File: config.mk
export PLATFORM = sky130hd
export DESIGN_NAME = pwm_ramp_ctrl
export DESIGN_NICKNAME = d
export VERILOG_FILES = /design/src/rtl/pwm_ramp_ctrl.sv
export SDC_FILE = /design/constraint.sdc
export NUM_CORES = 1
export LEC_CHECK = 0
export ABC_AREA = 1
export CORE_ASPECT_RATIO = 1.25
export CORE_UTILIZATION = 60
export CTS_BUF_LIST = sky130_fd_sc_hd__clkbuf_8
export CTS_CLUSTER_SIZE = 14
export DETAILED_ROUTE_END_ITERATION = 7
export PLACE_DENSITY = 0.88
export SLEW_MARGIN = 0
export SYNTH_ARGS = -nofsm -noshare
export SYNTH_HDL_FRONTEND = slang
export SYNTH_SLANG_ARGS = --single-unit
File: constraint.sdc
create_clock -name i_clk -period 5.6 [get_ports i_clk]
set_input_delay 1.12 -clock i_clk [delete_from_list [all_inputs] [get_ports i_clk]]
set_output_delay 1.12 -clock i_clk [all_outputs]
set_load 0.01 [all_outputs]
File: src/rtl/pwm_ramp_ctrl.sv
// Purpose: slews the PWM on-time toward a commanded target in bounded steps, aligned to period boundaries.
// Latency: a command is accepted in one cycle; ton moves one step every RAMP_DIV periods; estop zeroes ton on the next edge.
// Backpressure: o_cmd_ready drops only while stopped (and in reset); a new command may override the target mid-ramp.
module pwm_ramp_ctrl #(
    parameter int  T        = 1000,
    parameter int  STEP     = 1,
    parameter int  RAMP_DIV = 4,
    localparam int W        = $clog2(T)
) (
    input  logic         i_clk,
    input  logic         i_rst,
    input  logic         i_cmd_valid,
    output logic         o_cmd_ready,
    input  logic [W-1:0] i_cmd_ton,
    input  logic         i_estop,
    output logic [W-1:0] o_ton,
    output logic         o_period_start,
    output logic         o_busy,
    output logic         o_at_target
);

    // Largest on-time representable and meaningful for the period.
    localparam int TMAX = (T < (2**W) - 1) ? T : (2**W) - 1;
    // Ramp divider width; at least one bit even when every boundary steps.
    localparam int RDW  = (RAMP_DIV > 1) ? $clog2(RAMP_DIV) : 1;

    localparam logic [W-1:0]   PCNT_LAST = W'(T - 1);
    localparam logic [W-1:0]   TMAX_W    = W'(TMAX);
    localparam logic [W:0]     STEP_V    = (W+1)'(STEP);
    localparam logic [RDW-1:0] RDIV_LAST = RDW'(RAMP_DIV - 1);

    typedef enum logic [1:0] {
        ST_IDLE = 2'd0,
        ST_RAMP = 2'd1,
        ST_STOP = 2'd2
    } state_t;

    state_t         r_state;
    logic [W-1:0]   r_pcnt;
    logic [W-1:0]   r_ton;
    logic [W-1:0]   r_target;
    logic [RDW-1:0] r_rdiv;

    state_t         w_state_nxt;
    logic [W-1:0]   w_ton_nxt;
    logic [W-1:0]   w_target_nxt;
    logic [RDW-1:0] w_rdiv_nxt;

    logic           w_accept;
    logic [W-1:0]   w_cmd_clamped;
    logic           w_up;
    logic [W:0]     w_diff;
    logic [W:0]     w_mag;
    logic [W-1:0]   w_ton_step;
    logic           w_unused_carry;

    // Handshake and status outputs; reset forces the quiescent view.
    assign o_cmd_ready    = !i_rst && (r_state != ST_STOP);
    assign o_period_start = !i_rst && (r_pcnt == PCNT_LAST);
    assign o_busy         = !i_rst && (r_state == ST_RAMP);
    assign o_at_target    = i_rst || (r_state == ST_IDLE);
    assign o_ton          = r_ton;

    assign w_accept      = i_cmd_valid && o_cmd_ready;
    assign w_cmd_clamped = (i_cmd_ton > TMAX_W) ? TMAX_W : i_cmd_ton;

    // One step toward the registered target, never past it; the carry bit
    // cannot be set because the result always lies between ton and target.
    assign w_up   = (r_target > r_ton);
    assign w_diff = w_up ? ({1'b0, r_target} - {1'b0, r_ton})
                         : ({1'b0, r_ton} - {1'b0, r_target});
    assign w_mag  = (w_diff < STEP_V) ? w_diff : STEP_V;
    assign {w_unused_carry, w_ton_step} = w_up ? ({1'b0, r_ton} + w_mag)
                                               : ({1'b0, r_ton} - w_mag);

    // Period counter, phase-locked to pwmgen through the shared reset.
    always_ff @(posedge i_clk) begin
        if (i_rst) begin
            r_pcnt <= '0;
        end else if (r_pcnt == PCNT_LAST) begin
            r_pcnt <= '0;
        end else begin
            r_pcnt <= r_pcnt + W'(1);
        end
    end

    // Next-state logic: estop overrides stepping, stepping coexists with a new command.
    always_comb begin
        w_state_nxt  = r_state;
        w_ton_nxt    = r_ton;
        w_target_nxt = r_target;
        w_rdiv_nxt   = r_rdiv;

        if (w_accept) begin
            w_target_nxt = w_cmd_clamped;
        end

        case (r_state)
            ST_IDLE: begin
                w_rdiv_nxt = '0;
                if (r_target != r_ton) begin
                    w_state_nxt = ST_RAMP;
                end
            end
            ST_RAMP: begin
                if (r_ton == r_target) begin
                    w_state_nxt = ST_IDLE;
                    w_rdiv_nxt  = '0;
                end else if (o_period_start) begin
                    if (r_rdiv == RDIV_LAST) begin
                        w_rdiv_nxt = '0;
                        w_ton_nxt  = w_ton_step;
                    end else begin
                        w_rdiv_nxt = r_rdiv + RDW'(1);
                    end
                end
            end
            ST_STOP: begin
                // ton/target/rdiv were already cleared on entry
                if (!i_estop) begin
                    w_state_nxt = ST_IDLE;
                end
            end
            default: begin
                w_state_nxt = ST_IDLE;
            end
        endcase

        if (i_estop) begin
            w_state_nxt  = ST_STOP;
            w_ton_nxt    = '0;
            w_target_nxt = '0;
            w_rdiv_nxt   = '0;
        end
    end

    // State register for the sequencer.
    always_ff @(posedge i_clk) begin
        if (i_rst) begin
            r_state  <= ST_IDLE;
            r_ton    <= '0;
            r_target <= '0;
            r_rdiv   <= '0;
        end else begin
            r_state  <= w_state_nxt;
            r_ton    <= w_ton_nxt;
            r_target <= w_target_nxt;
            r_rdiv   <= w_rdiv_nxt;
        end
    end

endmodule

==> results.cfg <==
[worst_setup_path]
worstPathArrival_ns = 4.76
worst_setup_path_start_kind = register
worst_path_most_repeated_cell = sky130_fd_sc_hd__nand2_1
worst_ep_required_time_ns = 5.74
worst_setup_path_end_kind = register
crit_path_max_delay_cell_type = sky130_fd_sc_hd__fa_1
cpPeakStageDelay_ns = 0.52
critical_path_peak_fanout = 6
critical_path_buf_inv_count = 3
timing_worst_setup_path_type = register to register
critical-path-top-delay-family = simple AND/OR/NAND/NOR gates

[logic_synthesis]
synth_nets = 568
netlist-cell-type-count = 38
netlist_top_cells_area = sky130_fd_sc_hd__dfxtp_1 21%, sky130_fd_sc_hd__nand2_1 16%, sky130_fd_sc_hd__ha_1 12%
proportion_of_synthesized_chip_area_in_sequential_cells = 0.207
yosysTopAreaCellShare = 0.207
ys_warn_count = 0
synthCells = 519
ys_ff_latch = 34
synth_area_leader_cell = sky130_fd_sc_hd__dfxtp_1
synth_area_um2 = 3290
avgSynthCellArea_um2 = 6.34

[route]
detail_route.wl_per_cell_um = 13.3
final_antenna_net_count = 0
wl_um = 8020
via_count = 3273
detail_route.iter0.violations = 187
drcViolationCount = 0
routed_via_density = 5.41
drt-pass1-iter-count = 5

[placement]
place.gp.congestion = 1.00
hpwlAfterDp_um = 6530
pre_cts_setup_slack_ns = 1.04
io_buffer_count = 27

[global_route]
global_route.overflow_total = 0
grt_start_max_net_pins = 21
vias_in_the_first_global_route = 3068
antenna_violations_before_repair = 0
groute.usage.overall = 0.298
grt_first_pass_wirelength_um = 13100

[cells_and_area]
syn2layout_area_growth_pct = 11.1
layout.nets = 591
final_layout_size_suffix_gt1_frac = 0.0792
num-fill-cells = 439
antenna_cells_inserted = 0

[sta]
post-route-worst-setup-slack_ns = 0.977
finalSetupViolations = 0
grt_setup_unrepaired = false
finalClockSkew_ns = 0.00539
timing.max_slew.rel_slack = 0.252
final_hold_viol_count = 0
timing.hold.ws_ns = 0.452
tightestPinTransition_ns = 1.12
clock_period_minus_final_worst_setup_slack_ns = 4.62
fmax_ghz = 0.216
drv_slew = 0
finalSetupTns_ns = 0
fin_crit_sh = 0.825

[clocking]
cts_made_buffers = 5
htreeDepth = 2
post_cts.repair.setup_buffers = 0
clkSinkCount = 34
clock_tree.root_cell = sky130_fd_sc_hd__clkbuf_8
post_cts_resized = 0
insertion_delay_of_the_later_clocked_pin_in_the_worst_skew_pair_ns = 0.29
tritoncts_clock_tree = yes
holdBufCountCts = 0
clk_pin_slew_ns = 0.07
cts.path.max_buffers = 2

[floorplanning]
coreArea_um2 = 5190
initial_utilization = 0.634
die_w_um = 68.3
design.portCount = 28
fp.dieArea_um2 = 5790
die_height_um = 84.8
placement_rows = 29

[power]
cellPowerDensity_nw_per_um2 = 203
peakVddDrop_mv = 0.173
total_power_uw = 742
static-leakage-power_uw = 0.00188

[worst_hold_path]
hold_path_class = register to register

[run]
cap_viol_max_count = 0

[status]
run_status = finished, final reports clean
## sequential cells by signal (all words and copies together), names as in the netlist
register / cells
o_ton: 10
r_pcnt: 10
r_rdiv: 2
r_state: 2
r_target: 10
## cell usage in the layout, fill, tap and decap left out, types with 8 or more instances in the layout
| cell | count |
|---|---|
| sky130_fd_sc_hd__dfxtp_1 | 34 |
| sky130_fd_sc_hd__nor3_1 | 8 |
| sky130_fd_sc_hd__nand3_1 | 23 |
| sky130_fd_sc_hd__clkdlybuf4s50_1 | 27 |
| sky130_fd_sc_hd__inv_1 | 93 |
| sky130_fd_sc_hd__nand2_2 | 11 |
| sky130_fd_sc_hd__o21ai_0 | 24 |
| sky130_fd_sc_hd__a21oi_1 | 40 |
| sky130_fd_sc_hd__nor2_1 | 41 |
| sky130_fd_sc_hd__xor2_1 | 11 |
| sky130_fd_sc_hd__ha_1 | 32 |
| sky130_fd_sc_hd__nand2_1 | 136 |
## Yosys cell counts
library cell,count
sky130_fd_sc_hd__fa_1,3
sky130_fd_sc_hd__nand4_1,4
sky130_fd_sc_hd__buf_6,3
sky130_fd_sc_hd__o21bai_1,2
sky130_fd_sc_hd__nand3_4,2
sky130_fd_sc_hd__nor2_1,41
sky130_fd_sc_hd__nor2_2,4
sky130_fd_sc_hd__a211oi_1,5
sky130_fd_sc_hd__o21ai_0,24
sky130_fd_sc_hd__a21oi_1,40
sky130_fd_sc_hd__a31oi_1,3
sky130_fd_sc_hd__dfxtp_1,34
sky130_fd_sc_hd__and3_1,1
sky130_fd_sc_hd__o21a_1,2
sky130_fd_sc_hd__buf_8,1
sky130_fd_sc_hd__nand3_2,2
sky130_fd_sc_hd__o221ai_1,1
sky130_fd_sc_hd__clkbuf_1,3
sky130_fd_sc_hd__nand2_4,2
sky130_fd_sc_hd__o211ai_1,2
sky130_fd_sc_hd__ha_1,32
sky130_fd_sc_hd__nand3_1,23
sky130_fd_sc_hd__or2_2,4
sky130_fd_sc_hd__nor3_4,1
sky130_fd_sc_hd__inv_1,93
sky130_fd_sc_hd__xor2_1,11
sky130_fd_sc_hd__nor2_4,1
sky130_fd_sc_hd__nand2_2,11
sky130_fd_sc_hd__o21ai_2,2
sky130_fd_sc_hd__buf_2,3
sky130_fd_sc_hd__clkinv_4,1
sky130_fd_sc_hd__conb_1,1
sky130_fd_sc_hd__nand2_1,136
sky130_fd_sc_hd__buf_12,1
sky130_fd_sc_hd__xnor2_1,3
sky130_fd_sc_hd__nor3_1,8
sky130_fd_sc_hd__nor3b_1,4
sky130_fd_sc_hd__inv_2,5
## routing by layer
metal / global-route usage / part of all wire
met5: 0 / 0
met4: 0.138 / 0.039
met3: 0.0511 / 0.053
met2: 0.508 / 0.49
met1: 0.349 / 0.41
## power breakdown
part | internal, µW | switching (µW) | total (µW)
Clock | 132 | 97.7 | 230
Combinational | 94.7 | 166 | 261
Sequential | 247 | 3.60 | 250
## kinds of logic (layout without fill, tap and decap cells)
family | Yosys count | in the layout | synth area share
and+or+nand+nor | 244 | 244 | 0.336
buffers and inverters | 110 | 134 | 0.143
AOI/OAI and AO/OA | 81 | 81 | 0.136
adders and majority gates | 35 | 35 | 0.140
DFF | 34 | 34 | 0.207
xor gates and xnor gates | 14 | 14 | 0.0372
other | 1 | 1 | 0.00114
## cell type report
cell class | instances | area [µm²] | share of cell area
clock buffer | 5 | 68.8 | 0.0188
clock inverter | 3 | 45.0 | 0.0123
inverter | 99 | 377 | 0.103
multi-input combinational | 375 | 2140 | 0.585
sequential | 34 | 681 | 0.186
tap | 62 | 77.6 | 0.0212
timing repair buffer | 27 | 270 | 0.0739
## path summary, 6_finish.rpt
path	start	endpoint	slack, ns	cells after the start
max	o_ton[1]	o_ton[8]	0.98	27
min	r_pcnt[0]	r_pcnt[0]	0.45	1
max reg2reg	o_ton[1]	o_ton[8]	0.98	27
min reg2reg	r_pcnt[0]	r_pcnt[0]	0.45	1
## metrics by stage
step	instances	instance area (µm²)	utilization
6_report	605	3660	0.705
5_1_grt	605	3660	0.705
4_1_cts	605	3660	0.705
3_5_place_dp	597	3540	0.683
3_3_place_gp	597	3540	0.683
2_1_floorplan	519	3290	-
(Power assumes the default switching activity.)
